`src/rtl/rr_arbiter_enc.sv`:
```
// rr_arbiter_enc: 16-way round-robin arbiter with one-hot and binary grant; ARB_TIMEOUT_EN adds a grant watchdog
module rr_arbiter_enc #(
  parameter int NUM_REQ     = 16,
  parameter int IDX_W       = 4,
  parameter int TIMEOUT_CYC = 255
) (
  input  logic               clk,
  input  logic               rst_n,
  input  logic               en,
  input  logic [NUM_REQ-1:0] req,
  input  logic               done,
  output logic [NUM_REQ-1:0] gnt,
  output logic [IDX_W-1:0]   gnt_idx,
  output logic               gnt_valid,
  output logic               timeout
);
  typedef enum logic {IDLE, GRANT} state_t;
  state_t state, state_n;
  logic [IDX_W-1:0] ptr, sel, c;
  logic hit, take, rel, wd;
  // first requester after ptr, wrapping; lowest offset wins because it is written last
  always_comb begin
    sel = '0;
    hit = 1'b0;
    c = '0;
    for (int k = NUM_REQ; k >= 1; k--) begin
      c = ptr + IDX_W'(k);
      if (req[c]) begin
        sel = c;
        hit = 1'b1;
      end
    end
  end
  // next state: grant from idle, release on done, withdrawal or watchdog
  always_comb begin
    state_n = state;
    take = (state == IDLE) && en && hit;
    rel = (state == GRANT) && (done || !req[gnt_idx] || wd);
    if (take) state_n = GRANT;
    if (rel) state_n = IDLE;
  end
  // state, pointer and registered grant outputs
  always_ff @(posedge clk) begin
    if (!rst_n) begin
      state <= IDLE;
      ptr <= '1;
      gnt <= '0;
      gnt_idx <= '0;
      gnt_valid <= 1'b0;
    end else begin
      state <= state_n;
      if (take) begin
        gnt <= NUM_REQ'(1) << sel;
        gnt_idx <= sel;
        gnt_valid <= 1'b1;
      end else if (rel) begin
        gnt <= '0;
        gnt_idx <= '0;
        gnt_valid <= 1'b0;
        ptr <= gnt_idx;
      end
    end
  end
`ifdef ARB_TIMEOUT_EN
  logic [7:0] cnt;
  assign wd = (cnt == 8'(TIMEOUT_CYC - 1)) && !done;
  // watchdog counter; timeout pulses the cycle after a forced release
  always_ff @(posedge clk) begin
    if (!rst_n) begin
      cnt <= '0;
      timeout <= 1'b0;
    end else begin
      timeout <= (state == GRANT) && wd;
      if (take) cnt <= '0;
      else if (state == GRANT && !rel) cnt <= cnt + 8'd1;
    end
  end
`else
  assign wd = 1'b0;
  assign timeout = 1'b0;
`endif
endmodule

```
`config.mk`:
```
export PLATFORM = sky130hd
export DESIGN_NAME = rr_arbiter_enc
export DESIGN_NICKNAME = d
export VERILOG_FILES = /design/src/rtl/rr_arbiter_enc.sv
export SDC_FILE = /design/constraint.sdc
export NUM_CORES = 1
export LEC_CHECK = 0
export ABC_CLOCK_PERIOD_IN_PS = 12800
export CORE_ASPECT_RATIO = 1.5
export CORE_MARGIN = 5
export CORE_UTILIZATION = 50
export CTS_CLUSTER_DIAMETER = 30
export CTS_CLUSTER_SIZE = 8
export DETAILED_ROUTE_END_ITERATION = 8
export GPL_TIMING_DRIVEN = 0
export PLACE_DENSITY = 0.7
export SYNTH_ARGS = -nofsm -noshare
export SYNTH_HDL_FRONTEND = slang
export SYNTH_SLANG_ARGS = --single-unit
```
`constraint.sdc`:
```
create_clock -name clk -period 12.8 [get_ports clk]
set_input_delay 2.56 -clock clk [delete_from_list [all_inputs] [get_ports clk]]
set_output_delay 2.56 -clock clk [all_outputs]
set_load 0.02 [all_outputs]
```
==> results.md <==
- Status: finished with violations
- Failing checks: design-rule violations
- Post-CTS Resized: 0
- Number of library cell types mapped by synthesis: 60
- Crit Path Category: input pin to flop
- Ant diodes: 0
- Die Wd: 76.55 um
- Total GRT Usage: 0.2377
- CP Max Fanout: 10
- Avg Inst Size Synth: approximately 9.1 sq um
- Die area: 8407 sq um
- Clock Pin Slew Worst Setup and Hold Paths: 90 ps
- TritonCTS clock tree: built
- CTS Buf Count: 3
- Synth Flop Type: dfxtp_1
- Vias in the first global route: 3233
- Setup crit end kind: flop
- Initial antenna violation count: 0
- Final hold viol count: 0
- Clk root buf: clkbuf_8
- Worst-path cell chain: clkdlybuf4s50_1, mux4_2, mux4_2, or2_1, nor2_1, nand3_1, o211ai_1, nor2b_1, clkbuf_1, clkbuf_1, nand2_1, o21ai_1
- Fraction of layout cells with a size suffix above 1: 0.1809
- # port buffers: 40
- Bufs and invs on worst path: 3
- Routed len/inst: 20.66 um
- H-tree lvl count: 1
- Pin count of the biggest net entering global routing: 16
- Ys async rst share: 0
- Pwr/cell area: 231.3 nW/um^2
- Via density: just under 7
- Net count, final: ~440
- Fin area: 3889 sq um
- Fin Setup TNS: 0 ps
- # hold bufs at CTS: 0
- Synth warn: 0
- Placed Area: ~3800 sq um
- Share of Yosys cell area claimed by the top area cell type: 0.2915
- Final Skew: around 6.7 ps
- Final period utilization: 0.4617
- Post-Route WL: 10020 um
- Leakage: 1.431 nW
- Arrival time worst endpoint: between 6000 and 7000 ps
- Height of the die: 109.8 um
- Initial Utilization: 0.5122
- CP peak stage delay: 610 ps
- Mapped Area: 3322 sq um
- Worst R2R Start: ptr[1]$_SDFFE_PN1P_
- 1st-pass router iterations: 7
- Post-synth top area cell: mux4_2
- Sequential area share after synthesis: 0.1567
- Grt total ovfl: 0
- Hold path start: gnt[6]$_SDFFE_PN0P_
- Worst Setup Start Kind: input pin
- Slew headroom: 0.3566
- Skew-Pair Late Insertion Delay: approximately 270 ps
- Core region area: 6486 sq um
- CP startpoint: req[3]
- Top cells by count, synth: 43 x mux4_2, 43 x nand2_1, 26 x dfxtp_1
- RePlAce Congestion: 1.019
- Slew Viols, Final: 0
- First-pass GRT wire length: roughly 16000 um
- DR DRC count: 1
- Max_cap viols: 0
- Top cells by area, synth: mux4_2 29%, dfxtp_1 16%, mux2i_1 6.0%, nand2_1 4.9%, a21oi_1 3.8%
- Worst slew pin tran: between 900 and 1000 ps
- Clock sink count: 26
- Family with the most delay on the worst path: buffers and inverters
- # setup viols final: 0
- Post-CTS setup buffer count: 0
- Number of flops mapped to enable cells by yosys: 0
- Peak VDD IR: 101.5 uV
- Period minus WS final: 5910 ps
- Mapped Cells: between 300 and 400
- Worst Hold Class: flop to flop
- Max Root-Sink Buffers: 2
- Rows: 36
- Unrepaired setup endpoints after global routing: false
- Syn-to-layout area delta: 17.06%
- Worst Path Required: 13010 ps
- Seq cells post-synth: 26
- Fillers: roughly 600
- Max frequency: 169.2 MHz
- DRT antenna net count: 0
- Detailed Place HPWL: ~8000 um
- Io pins: between 40 and 50
- Slowest CP cell: mux4_2
- Vias: 3347
- Initial DRC Count: 275
- Mapped Nets: 392
## per-layer routing
layer  vias to the layer above  global-route usage  wire length, um
met5                         -                   0                0
met4                         0              0.1438              550
met3                        45             0.02295              719
met2                       209              0.4320             5167
met1                      1575              0.2678             3579
li1                       1518                   -                -
## report_power, final
group	internal (W)	switching (W)	leakage [nW]
sequential	0.0000986	0.0000142	0.211
clock	0.0000418	0.0000250	0.0357
combinational	0.000304	0.000415	1.18
## sequential cells by signal, indices dropped and copies added (netlist names)
register	count
gnt_idx	4
gnt_valid	1
ptr	4
state	1
gnt	16
## worst register-to-register path, delay by kind of cell, from the launching register on
family,cells,cell delay [ps]
mux,2,1100
compound gates,3,480
fa+ha+maj,1,370
simple gates,3,1100
buf+inv,6,2290
flops,1,470
## per-stage QoR
| step | hold slack [ps] | setup slack, ps | utilization | total power, W | instances |
|---|---|---|---|---|---|
| floorplan | 441.5 | 7515 | - | 0.0006443 | 365 |
| global placement | 432.4 | 6650 | 0.5885 | 0.0008136 | 481 |
| detailed placement | 441.7 | 6658 | 0.5885 | 0.0008207 | 481 |
| CTS | 456.2 | 6926 | 0.5995 | 0.0008910 | 485 |
| global route | 465.0 | 6514 | 0.5995 | 0.0009645 | 485 |
| finish | 449.3 | 6890 | 0.5995 | 0.0008993 | 485 |
## logic make-up (layout without fill, tap and decap cells)
kind of cell             count (synthesis)  count (layout)  synth area share
other                                    1               1          0.001129
flip-flops                              26              26            0.1567
adder cells (fa/ha/maj)                  7               7           0.02636
AND/OR/NAND/NOR                        117             117            0.1733
multiplexers                            70              70            0.3755
XOR/XNOR                                12              12           0.03164
AO/OA/AOI/OAI                           98              98            0.1879
buffers and inverters                   34              78           0.04746
## final cells by class
| type | count | area, sq um | area share |
|---|---|---|---|
| multi-input cells | 305 | 2644 | 0.6799 |
| flip-flops and latches | 26 | 520.5 | 0.1338 |
| repair buffers | 40 | 400.4 | 0.1030 |
| plain buffers | 21 | 108.9 | 0.02799 |
| well taps | 76 | 95.09 | 0.02445 |
| inverters | 13 | 48.80 | 0.01255 |
| clock buffers | 3 | 41.29 | 0.01062 |
| clock inverters | 1 | 30.03 | 0.007722 |
## worst paths after layout
path | slack, ps | endpoint | depth (start not counted)
max | 6890 | gnt[8]$_SDFFE_PN0P_ | 12
min reg2reg | 450 | gnt[6]$_SDFFE_PN0P_ | 2
max reg2reg | 6940 | gnt[8]$_SDFFE_PN0P_ | 15
min | 450 | gnt[6]$_SDFFE_PN0P_ | 2
## cells in the final DEF, fill, tap and decap left out, types with 3 or more instances in the layout
cell type	count
mux4_2	43
nand2_1	43
clkdlybuf4s50_1	40
dfxtp_1	26
a21oi_1	25
mux2i_1	20
o21ai_0	19
nor2_1	17
nand3_1	14
o21ai_1	11
clkbuf_1	10
inv_1	10
nor3_1	10
xnor2_1	8
mux2_2	7
ha_1	7
buf_2	6
or2_2	5
xor2_1	4
a221o_1	4
o22ai_1	4
nand2b_1	4
clkinv_1	3
nor4b_1	3
a221oi_1	3
a211oi_1	3
o31ai_1	3
o211ai_1	3
a31oi_1	3
a22oi_1	3
nor2b_1	3
or3_1	3
clkbuf_8	3
Note: power is estimated with default switching activity, not from simulation.
